**config.mk**
```make
export PLATFORM = sky130hd
export DESIGN_NAME = stream_xbar_router
export DESIGN_NICKNAME = d
export VERILOG_FILES = /design/src/rtl/stream_xbar_router.sv
export SDC_FILE = /design/constraint.sdc
export NUM_CORES = 1
export LEC_CHECK = 0
export BUFFER_PORTS_ARGS = -buffer_cell sky130_fd_sc_hd__buf_2
export CAP_MARGIN = 20
export CORE_ASPECT_RATIO = 1.5
export CORE_MARGIN = 2
export CORE_UTILIZATION = 45
export CTS_CLUSTER_DIAMETER = 150
export CTS_CLUSTER_SIZE = 12
export DETAILED_ROUTE_END_ITERATION = 8
export PLACE_DENSITY = 0.71
export SLEW_MARGIN = 10
export SYNTH_ARGS = -nofsm -noshare
export SYNTH_HDL_FRONTEND = slang
export SYNTH_SLANG_ARGS = --single-unit
```
**constraint.sdc**
```tcl
create_clock -name clk -period 2.3 [get_ports clk]
set_input_delay 0.23 -clock clk [delete_from_list [all_inputs] [get_ports clk]]
set_output_delay 0.23 -clock clk [all_outputs]
set_load 0.01 [all_outputs]
```
**src/rtl/stream_xbar_router.sv**
```systemverilog
// stream_xbar_router: N_INPUTS x N_OUTPUTS val/rdy stream crossbar with a
// registered routing configuration, 2-entry output FIFOs, broadcast support
// and drain-before-reconfigure behaviour.
// Optional feature macro: XBAR_MSG_COUNT_EN (per-output delivered-message
// counters; when undefined msg_count is tied to zero).
module stream_xbar_router #(
   parameter int unsigned BIT_WIDTH = 32,
   parameter int unsigned N_INPUTS  = 2,
   parameter int unsigned N_OUTPUTS = 2,
   parameter int unsigned SEL_W     = 1,
   parameter int unsigned CFG_W     = N_OUTPUTS * (SEL_W + 1)
) (
   input  logic                           clk,
   input  logic                           reset,
   input  logic [N_INPUTS*BIT_WIDTH-1:0]  recv_msg,
   input  logic [N_INPUTS-1:0]            recv_val,
   output logic [N_INPUTS-1:0]            recv_rdy,
   output logic [N_OUTPUTS*BIT_WIDTH-1:0] send_msg,
   output logic [N_OUTPUTS-1:0]           send_val,
   input  logic [N_OUTPUTS-1:0]           send_rdy,
   input  logic [CFG_W-1:0]               control,
   input  logic                           control_val,
   output logic                           control_rdy,
   output logic [CFG_W-1:0]               cfg_o,
   output logic [N_OUTPUTS*16-1:0]        msg_count
);

   localparam int unsigned FW = SEL_W + 1;
   // Output 0 enabled selecting input 0, all other outputs disabled.
   localparam logic [CFG_W-1:0] CFG_DEFAULT = CFG_W'(1) << SEL_W;

   logic [CFG_W-1:0]     cfg_q;
   logic [N_OUTPUTS-1:0] active;
   logic [SEL_W-1:0]     sel [N_OUTPUTS];
   logic [N_OUTPUTS-1:0] enq;
   logic [N_OUTPUTS-1:0] deq;
   logic [BIT_WIDTH-1:0] enq_data [N_OUTPUTS];
   logic [BIT_WIDTH-1:0] mem [N_OUTPUTS][2];
   logic [N_OUTPUTS-1:0] wr_ptr;
   logic [N_OUTPUTS-1:0] rd_ptr;
   logic [1:0]           count [N_OUTPUTS];
   logic                 cfg_load;
   logic                 any_sel;
   logic                 all_room;

   // Decode per-output enable/select; out-of-range selects count as disabled.
   always_comb begin
      for (int j = 0; j < int'(N_OUTPUTS); j++) begin
         sel[j]    = cfg_q[j*FW +: SEL_W];
         active[j] = cfg_q[j*FW + SEL_W] && (32'(sel[j]) < 32'(N_INPUTS));
      end
   end

   // Input ready: selected by some active output and every such FIFO has room.
   always_comb begin
      recv_rdy = '0;
      any_sel  = 1'b0;
      all_room = 1'b1;
      for (int i = 0; i < int'(N_INPUTS); i++) begin
         any_sel  = 1'b0;
         all_room = 1'b1;
         for (int j = 0; j < int'(N_OUTPUTS); j++) begin
            if (active[j] && (sel[j] == SEL_W'(i))) begin
               any_sel = 1'b1;
               if (count[j] == 2'd2) all_room = 1'b0;
            end
         end
         recv_rdy[i] = reset && !control_val && any_sel && all_room;
      end
   end

   // Route accepted input data to every active output that selects it.
   always_comb begin
      enq = '0;
      deq = '0;
      for (int j = 0; j < int'(N_OUTPUTS); j++) begin
         enq_data[j] = '0;
         for (int i = 0; i < int'(N_INPUTS); i++) begin
            if (active[j] && (sel[j] == SEL_W'(i))) begin
               enq[j]      = recv_val[i] && recv_rdy[i];
               enq_data[j] = recv_msg[i*BIT_WIDTH +: BIT_WIDTH];
            end
         end
         deq[j] = (count[j] != 2'd0) && send_rdy[j];
      end
   end

   // Output side view of the FIFOs and drain detection for reconfiguration.
   always_comb begin
      control_rdy = 1'b1;
      for (int j = 0; j < int'(N_OUTPUTS); j++) begin
         send_val[j]                         = (count[j] != 2'd0);
         send_msg[j*BIT_WIDTH +: BIT_WIDTH]  = mem[j][rd_ptr[j]];
         if (count[j] != 2'd0) control_rdy = 1'b0;
      end
      cfg_load = control_val && control_rdy;
      cfg_o    = cfg_q;
   end

   // Per-output 2-entry FIFOs; simultaneous enq/deq keeps the count.
   always_ff @(posedge clk or negedge reset) begin
      if (!reset) begin
         for (int j = 0; j < int'(N_OUTPUTS); j++) begin
            count[j]  <= 2'd0;
            wr_ptr[j] <= 1'b0;
            rd_ptr[j] <= 1'b0;
            mem[j][0] <= '0;
            mem[j][1] <= '0;
         end
      end else begin
         for (int j = 0; j < int'(N_OUTPUTS); j++) begin
            if (enq[j]) begin
               mem[j][wr_ptr[j]] <= enq_data[j];
               wr_ptr[j]         <= ~wr_ptr[j];
            end
            if (deq[j]) rd_ptr[j] <= ~rd_ptr[j];
            case ({enq[j], deq[j]})
               2'b10:   count[j] <= count[j] + 2'd1;
               2'b01:   count[j] <= count[j] - 2'd1;
               default: count[j] <= count[j];
            endcase
         end
      end
   end

   // Routing configuration register, loaded only once all FIFOs are empty.
   always_ff @(posedge clk or negedge reset) begin
      if (!reset) cfg_q <= CFG_DEFAULT;
      else if (cfg_load) cfg_q <= control;
   end

`ifdef XBAR_MSG_COUNT_EN
   logic [15:0] cnt [N_OUTPUTS];

   // Saturating delivered-message counters, cleared on reconfiguration.
   always_ff @(posedge clk or negedge reset) begin
      if (!reset) begin
         for (int j = 0; j < int'(N_OUTPUTS); j++) cnt[j] <= 16'd0;
      end else begin
         for (int j = 0; j < int'(N_OUTPUTS); j++) begin
            if (cfg_load) cnt[j] <= 16'd0;
            else if (deq[j] && (cnt[j] != 16'hFFFF)) cnt[j] <= cnt[j] + 16'd1;
         end
      end
   end

   // Flatten counters onto the output bus.
   always_comb begin
      for (int j = 0; j < int'(N_OUTPUTS); j++) msg_count[j*16 +: 16] = cnt[j];
   end
`else
   assign msg_count = '0;
`endif

endmodule

```
==> results of run 1 <==
-- cells in the final DEF, fill, tap and decap left out, types with 3 or more instances in the layout --
cell type / netlist / layout
buf_2: 6 / 146
dfrtp_1: 139 / 137
mux2_2: 134 / 134
nor2b_1: 66 / 66
mux2i_1: 64 / 64
mux2_1: 32 / 32
conb_1: 1 / 32
mux2_4: 30 / 30
buf_4: 38 / 20
clkbuf_16: 0 / 17
buf_12: 0 / 7
xnor2_1: 6 / 6
and2_1: 4 / 4
xor2_1: 4 / 4
nand2b_1: 3 / 3
or4_1: 3 / 3
nand2_1: 3 / 3
nor2_1: 3 / 3
clkinv_2: 0 / 3
clkinvlp_4: 0 / 3
inv_6: 0 / 3
-- worst max-delay path, delay by kind of cell, from the launching register on --
family	cells	cell delay (ns)
and+or+nand+nor	2	0.69
buffers and inverters	2	0.45
DFF	1	0.44
muxes	1	0.36
AOI/OAI and AO/OA	1	0.16
-- kinds of logic after synthesis --
| kind of cell | synth area share |
|---|---|
| compound gates | 0.007202 |
| xor+xnor | 0.01146 |
| fa+ha+maj | 0.003273 |
| buf+inv | 0.05597 |
| flops | 0.4584 |
| mux | 0.3872 |
| other cells | 0.0004905 |
| simple gates | 0.07594 |
-- worst paths after layout --
path	start	endpoint	slack, ns
max in group asynchronous	reset	mem[14]	1.02
setup reg to reg	cfg_o[2]	mem[82]	0.07
setup / recovery	cfg_o[2]	mem[82]	0.07
hold / removal	control[0]	cfg_o[0]	0.06
hold reg to reg	mem[92]	mem[92]	0.49
min in group asynchronous	reset	cfg_o[1]	0.54
-- power groups by stage --
| stage | Combinational, mW | Clock (mW) | Sequential, mW |
|---|---|---|---|
| 2_1_floorplan | 3.27 | 0 | 3.57 |
| 6_report | 4.57 | 2.68 | 3.71 |
| 3_5_place_dp | 4.56 | 0 | 3.74 |
| 5_1_grt | 4.93 | 2.87 | 3.82 |
| 4_1_cts | 4.62 | 2.75 | 3.71 |
| 3_3_place_gp | 4.47 | 0 | 3.67 |
-- flip-flops by register name (all words and copies together), names as in the netlist --
register / cells
cfg_o: 4
count: 4
mem: 128
wr_ptr: 2
rd_ptr: 2
-- through the flow --
| step | worst slack [ns] | TNS [ns] | utilization | area [µm²] |
|---|---|---|---|---|
| 3_3_place_gp | 0.06401 | 0 | 0.5132 | 8566 |
| 6_report | 0.06851 | 0 | 0.5551 | 9265 |
| 3_5_place_dp | 0.08881 | 0 | 0.5132 | 8566 |
| 2_1_floorplan | 0.09901 | 0 | - | 7761 |
| 4_1_cts | 0.06289 | 0 | 0.5544 | 9254 |
| 5_1_grt | -0.0009917 | -0.0009917 | 0.5551 | 9265 |
-- per-layer routing --
metal | up-vias | share of wire | GRT usage
met2 | 134 | 0.54 | 0.3706
met3 | 19 | 0.037 | 0.03933
met4 | 0 | 0.019 | 0.06989
met5 | - | 0 | 0
li1 | 2280 | - | -
met1 | 2486 | 0.41 | 0.2352
-- layout make-up --
class                   instances  area (µm²)  share of cell area
multi-input cells             401        3862              0.4169
clock inverters                13       141.4             0.01526
clock buffers                  18       439.2             0.04740
flip-flops and latches        140        3507              0.3785
well taps                     210       262.8             0.02836
repair buffers                176        1052              0.1136
-- timing repair --
| item | CTS | global route |
|---|---|---|
| gates resized for setup | 3 | 2 |
| setup endpoints to repair | 2 | 27 |
| endpoints found under the hold margin | 57 | 0 |
| hold buffers | 6 | 0 |
==> results_dict.tcl, run 1 <==
set metrics [dict create \
    dp_cells 921 \
    place.gp.congestion 0.8532 \
    drv_slew 0 \
    leakagePower_nw 4.836 \
    synth_top_cell_area_share 0.4550 \
    hold_depth 2 \
    via_count 4919 \
    cap_violations 0 \
    die_h_um 163.6 \
    die_w_um 110.4 \
    drtAntennaViolNets 0 \
    track_usage 0.2020 \
    cp_max_fo 19 \
    min_path_type "input pin to register" \
    synth_cell_types 29 \
    syn_area_um2 7645 \
    setup_viol 0 \
    ir_drop_mv 0.6768 \
    path_common_cell "buf_4" \
    power_density_nw_per_um2 1183 \
    fin_cells 958 \
    ys_seq_elements 140 \
    yosysTopAreaCell "dfrtp_1" \
    first_iter_violations 185 \
    worst_hold_slack_ns 0.06169 \
    vias_per_cell 5.135 \
    grt_first_pass_wirelength_um 28840 \
    synthArstFlopShare 1.000 \
    synth-edff-count 0 \
    synth.area.top_cells "dfrtp_1 (45%), mux2_2 (20%), mux2i_1 (8.4%)" \
    initial_core_util 0.4580 \
    htree_levels 4 \
    reg2reg_depth 6 \
    grt_pass1_vias 5437 \
    synth_cells 578 \
    pwr-share-comb 0.417 \
    max_freq_ghz 0.4481 \
    rows 58 \
    core_um2 16690 \
    grt_start_max_net_pins 58 \
    status "complete, no violations" \
    clkTransAtPathRegs_ns 0.06 \
    skew_ns 0.006106 \
    cp.arrival_ns 2.51 \
    worst-endpoint-required_ns 2.58 \
    routed_wl_um 17960 \
    layout-drive-gt1-share 0.5107 \
    swShare 0.3403 \
    clock_power_share 0.245 \
    final.fill_count 1432 \
    syn_area_per_cell_um2 13.23 \
    p_seq_frac 0.338 \
    antenna_cells 0 \
    slew_headroom 0.5161 \
    routedWlPerCell_um 18.74 \
    nets 813 \
    antenna_found_initial 0 \
    cts_setup_buffers 0 \
    internal-power_mw 7.228 \
    total_power_mw 10.96 \
    path_cells "buf_4, nor4bb_2, or4_1, a21bo_2, buf_4, mux2_1" \
    yosys-top-cells-count "dfrtp_1 (139), mux2_2 (134), nor2b_1 (66)" \
    finalCritPeriodShare 0.9702 \
    min_period_ns 2.231 \
    critPathKind "register to register" \
    place_hpwl_um 13100 \
    cts_root_buffer "clkbuf_16" \
    dr.pass1.iters 4 \
    p_sw_mw 3.728 \
    slowest_stage "dfrtp_2" \
    clock_path_buffers 2 \
    grt.overflow.total 0 \
    synthFlopType "dfrtp_1" \
    yosys.cell_count.top_type "dfrtp_1" \
    tightestPinTransition_ns 0.7259 \
    numCtsBuffers 17 \
    syn2layout_area_growth_pct 21.19 \
    cts_sinks 140 \
    ys_seq_area_frac 0.4584 \
    io_pins 180 \
    clk_latency_ns 0.40 \
    port_buffers 147 \
    hold_violations 0 \
    yosysWarnings 0 \
    slowest_delay_ns 0.44 \
    cp-start-kind "register" \
    end_kind "register" \
    cts_tree "yes" \
    die_area_um2 18070 \
    post-route-drc-count 0 \
]
Note: power is estimated with default switching activity, not from simulation.
==> run 2, diff against run 1 <==
--- a/config.mk
+++ b/config.mk
@@ -5,6 +5,7 @@
 export SDC_FILE = /design/constraint.sdc
 export NUM_CORES = 1
 export LEC_CHECK = 0
+export ABC_AREA = 1
 export BUFFER_PORTS_ARGS = -buffer_cell sky130_fd_sc_hd__buf_2
 export CAP_MARGIN = 20
 export CORE_ASPECT_RATIO = 1.5
@@ -13,7 +14,7 @@
 export CTS_CLUSTER_DIAMETER = 150
 export CTS_CLUSTER_SIZE = 12
 export DETAILED_ROUTE_END_ITERATION = 8
-export PLACE_DENSITY = 0.71
+export PLACE_DENSITY = 0.72
 export SLEW_MARGIN = 10
 export SYNTH_ARGS = -nofsm -noshare
 export SYNTH_HDL_FRONTEND = slang
==> run 2 against run 1 <==
Area after synthesis is 2.9% lower; flip-flop and latch count stayed put; register-to-register slack better by 0.23 ns; final cell count is 43% higher; first-iteration DRC count grew to 2.7 times the previous value; final area is 4.7% lower.
==> results_dict.tcl, run 2 <==
set metrics [dict create \
    r2r-start "cfg_o[1]" \
    grt_pass1_vias 6576 \
    layout-drive-gt1-share 0.1828 \
    slew_headroom 0.4543 \
    cts_tree "yes" \
    cts_sinks 140 \
    rows 57 \
    die_area_um2 17560 \
    hold_violations 0 \
    slowest_delay_ns 0.54 \
    clkTransAtPathRegs_ns 0.06 \
    cts_root_buffer "clkbuf_16" \
    htree_levels 4 \
    grt_first_pass_wirelength_um 32870 \
    largest_register_ffs 128 \
    antenna_found_initial 0 \
    grt.overflow.total 0 \
    slowest_stage "dlygate4sd3_1" \
    numCtsBuffers 17 \
    hold_start "control[1]" \
    grt_start_max_net_pins 141 \
    yosysTopAreaCell "dfrtp_1" \
    io_pins 180 \
    cts_resized 0 \
    critPathKind "input pin to register" \
    setup_viol 0 \
    port_buffers 147 \
    drv_slew 0 \
    startpoint "reset" \
    yosys.cell_count.top_type "nand2_1" \
    synth-edff-count 0 \
    synthFlopType "dfrtp_1" \
    track_usage 0.2401 \
    end_kind "register" \
    ys_seq_elements 140 \
    top_register "mem" \
    fin_ws_ns 0.2697 \
    tightestPinTransition_ns 0.8185 \
    synth.area.top_cells "dfrtp_1 (47%), nand2_1 (24%), nand3_1 (8.9%)" \
    status "complete, no violations" \
    cp.arrival_ns 2.31 \
    worst-endpoint-required_ns 2.58 \
    post-route-drc-count 0 \
    path_cells "dlygate4sd3_1, buf_6, inv_1, nor2_1, nand2_1, nor2_2, nand3_1, nand2_2, inv_1, ha_1, a21oi_1, o21ai_0, xor2_1" \
    placed_area_um2 8210 \
    power_density_nw_per_um2 1512 \
    syn_area_per_cell_um2 7.258 \
    antenna_cells 0 \
    max_freq_ghz 0.4925 \
    routed_wl_um 20770 \
    synth_cell_types 21 \
    synthArstFlopShare 1.000 \
    yosysWarnings 0 \
    dr.pass1.iters 5 \
    initial_core_util 0.4586 \
    pre_cts_ws_ns 0.3214 \
    post-route-util 0.5456 \
    fin_area_um2 8832 \
    skew_ns 0.008246 \
    clk_latency_ns 0.41 \
    min_period_ns 2.030 \
    place_hpwl_um 13970 \
    via_count 6968 \
    syn2layout_area_growth_pct 18.96 \
    first_iter_violations 500 \
    core_um2 16190 \
    yosys-top-cells-count "nand2_1 (473), dfrtp_1 (139), nand3_1 (132)" \
    min_path_type "input pin to register" \
    leakagePower_nw 5.241 \
    cts_setup_buffers 0 \
    die_h_um 161.3 \
    drtAntennaViolNets 0 \
    path_common_cell "inv_1" \
    place.gp.congestion 0.8755 \
    fin_tns_setup_ns 0 \
    cap_violations 0 \
    syn_area_um2 7425 \
    cp-start-kind "input pin" \
    die_w_um 108.9 \
    ir_drop_mv 1.165 \
    cp_max_fo 3 \
    nets 1226 \
    layout_commonest_cell "nand2_1" \
    routedWlPerCell_um 15.20 \
    vias_per_cell 5.101 \
    rsz0062_at_grt "false" \
    finalCritPeriodShare 0.8827 \
    synth_cells 1023 \
    ys_seq_area_frac 0.4720 \
    final_cell_mix "nand2_1 (471), buf_2 (146), dfrtp_1 (139)" \
    total_power_mw 13.36 \
    clock_path_buffers 2 \
    synth_top_cell_area_share 0.4685 \
]
## run 2: cell types whose count changed after synthesis, sizes merged, moves of 64 or more
cell,previous run,this run
mux2,196,0
nand2,3,475
inv,0,81
o22ai,0,64
nor2b,66,0
nand3,0,132
mux2i,64,0
## run 2: path summary, 6_finish.rpt
check	to	slack [ns]	cells after the start
hold reg to reg	mem[27]	0.47	2
min in group asynchronous	mem[26]	0.45	3
setup / recovery	count[3]	0.27	13
hold / removal	cfg_o[1]	0.06	3
setup reg to reg	count[3]	0.30	11
max in group asynchronous	count[2]	1.19	3
## run 2: metal layers
metal	routed length [µm]	part of all wire	global-route usage
met5	0	0	0
met4	675	0.032	0.1014
met3	1090	0.052	0.03027
met2	10390	0.50	0.4097
met1	8616	0.41	0.3025
## run 2: stage by stage
step	cells	hold WS [ns]
floorplan	1054	-0.06559
global placement	1335	0.4117
detailed placement	1335	0.4219
CTS	1366	0.05402
global route	1366	0.08319
finish	1366	0.05998
## run 2: cells by family after synthesis
group / synth area share
other: 0.0005051
adders and majority gates: 0.003370
DFF: 0.4720
AOI/OAI and AO/OA: 0.05932
xor gates and xnor gates: 0.007078
buffers and inverters: 0.1202
and+or+nand+nor: 0.3375
## run 2: cell type report
cell class / instances / area [µm²]
clock inverters: 11 / 168.9
inverters: 83 / 311.5
repair buffers: 174 / 997.2
multi-input cells: 733 / 3149
fillers: 1587 / 7357
well taps: 206 / 257.7
clock buffers: 19 / 442.9
flip-flops and latches: 140 / 3505
## run 2: worst max-delay path: cells and delay by family
| kind | cells | cell delay, ns |
|---|---|---|
| adders and majority gates | 1 | 0.31 |
| buffers and inverters | 4 | 0.78 |
| and+or+nand+nor | 5 | 0.58 |
| AOI/OAI and AO/OA | 2 | 0.24 |
| xor gates and xnor gates | 1 | 0.16 |
## run 2: where the power goes
part | total, mW | switching (mW) | internal (mW)
Combinational | 6.04 | 4.01 | 2.03
Sequential | 4.45 | 0.729 | 3.72
Clock | 2.87 | 1.04 | 1.83
## run 2: what timing repair did
action	in CTS	in global routing
hold endpoints to repair	51	0
hold buffers	1	0
setup endpoints to repair	0	0
==> run 3, diff against run 2 <==
--- a/config.mk
+++ b/config.mk
@@ -9,9 +9,8 @@
 export BUFFER_PORTS_ARGS = -buffer_cell sky130_fd_sc_hd__buf_2
 export CAP_MARGIN = 20
 export CORE_ASPECT_RATIO = 1.5
-export CORE_MARGIN = 2
 export CORE_UTILIZATION = 45
-export CTS_CLUSTER_DIAMETER = 150
+export CTS_CLUSTER_DIAMETER = 120
 export CTS_CLUSTER_SIZE = 12
 export DETAILED_ROUTE_END_ITERATION = 8
 export PLACE_DENSITY = 0.72
==> run 3 against run 2 <==
Final area grew 0.45%; power increased by 0.49%; combinational power hardly changed.
==> results_dict.tcl, run 3 (same netlist as run 2, synthesis figures left out) <==
set metrics [dict create \
    fin_tns_setup_ns 0 \
    fin_cells 1368 \
    worst_hold_slack_ns 0.04628 \
    grt.overflow.total 0 \
    setup_viol 0 \
    place.gp.congestion 0.8835 \
    layout_commonest_cell "nand2_1" \
    place_hpwl_um 14040 \
    critPathKind "input pin to register" \
    final.fill_count 1568 \
    end_kind "register" \
    largest_register_ffs 128 \
    htree_levels 4 \
    cap_violations 0 \
    vias_per_cell 5.128 \
    placed_area_um2 8190 \
    first_iter_violations 471 \
    fin_ws_ns 0.2052 \
    layout-drive-gt1-share 0.1850 \
    drv_slew 0 \
    worst-endpoint-required_ns 2.59 \
    initial_core_util 0.4586 \
    die_w_um 106.9 \
    cts_sinks 140 \
    finalCritPeriodShare 0.9108 \
    io_pins 180 \
    fin_area_um2 8872 \
    final_cell_mix "nand2_1 (471), buf_2 (146), dfrtp_1 (139)" \
    tightestPinTransition_ns 0.6304 \
    pre_cts_ws_ns 0.2643 \
    dp_cells 1334 \
    hold_violations 0 \
    routedWlPerCell_um 15.17 \
    antenna_cells 0 \
    clkTransAtPathRegs_ns 0.06 \
    rows 57 \
    min_path_type "input pin to register" \
    die_h_um 159.3 \
    routed_wl_um 20750 \
    grt_start_max_net_pins 80 \
    slew_headroom 0.5797 \
    grt_pass1_vias 6781 \
    numCtsBuffers 17 \
    skew_ns 0.01049 \
    clk_latency_ns 0.42 \
    cp.arrival_ns 2.39 \
    power_density_nw_per_um2 1513 \
    cts_setup_buffers 0 \
    post-route-drc-count 0 \
    leakagePower_nw 5.252 \
    cp-start-kind "input pin" \
    cts_root_buffer "clkbuf_16" \
    drtAntennaViolNets 0 \
    ir_drop_mv 0.8091 \
    rsz0062_at_grt "false" \
    grt_first_pass_wirelength_um 33630 \
    max_freq_ghz 0.4774 \
    status "complete, no violations" \
    track_usage 0.2552 \
    via_count 7015 \
    total_power_mw 13.42 \
    clock_path_buffers 2 \
    top_register "mem" \
    cp_max_fo 16 \
    cts_tree "yes" \
    port_buffers 147 \
    syn2layout_area_growth_pct 19.50 \
    die_area_um2 17030 \
    post-route-util 0.5480 \
    dr.pass1.iters 5 \
    antenna_found_initial 0 \
    min_period_ns 2.095 \
    core_um2 16190 \
    nets 1226 \
]
run 3: cell types whose count changed in the layout (fill, tap and decap cells not counted):
cell        delta
buf_12         -1
buf_16         +1
buf_4          -1
buf_6          +1
clkbuf_1       -1
clkbuf_8       +1
clkinv_2       -1
clkinv_4       -1
clkinvlp_4     +2
inv_6          +2
run 3: metal layers:
layer	wire, µm	up-vias	global-route usage
met2	10520	317	0.4261
met1	8134	3247	0.3158
met5	0	-	0
li1	-	3401	-
met4	668	0	0.1158
met3	1428	50	0.05076
run 3: power breakdown:
part           total [mW]  internal (mW)  switching (mW)
sequential           4.43           3.72           0.714
clock                2.96           1.88            1.08
combinational        6.03           2.03            4.00
total                13.4           7.63            5.79
run 3: final cells by class:
type / instances / area, µm² / area share
flip-flops and latches: 140 / 3505 / 0.3950
multi-input cells: 733 / 3149 / 0.3550
inverters: 83 / 311.5 / 0.03511
well taps: 206 / 257.7 / 0.02905
clock inverters: 13 / 187.7 / 0.02115
repair buffers: 174 / 1008 / 0.1137
clock buffers: 19 / 452.9 / 0.05105
run 3: critical path, cell delays in order:
cell	delay (ns)
dlygate4sd3_1	0.54
buf_6	0.19
inv_1	0.07
nor2_1	0.13
nand2_1	0.08
nor2_2	0.15
nand3_1	0.10
nand2_2	0.13
inv_1	0.07
ha_1	0.30
a21oi_1	0.12
o21ai_0	0.11
xor2_1	0.15
run 3: final timing paths:
path / from / end / slack, ns / depth (start not counted)
setup / recovery: reset / count[3] / 0.21 / 13
hold / removal: control[1] / cfg_o[1] / 0.05 / 3
setup reg to reg: cfg_o[1] / mem[61] / 0.24 / 12
hold reg to reg: mem[42] / mem[42] / 0.47 / 2
max in group asynchronous: reset / mem[118] / 1.23 / 4
min in group asynchronous: reset / mem[103] / 0.20 / 2
run 3: repair_timing:
action / CTS / global route
resized for setup: 0 / 1
hold endpoints to repair: 13 / 0
setup endpoints to repair: 0 / 20
hold buffers: 1 / 0
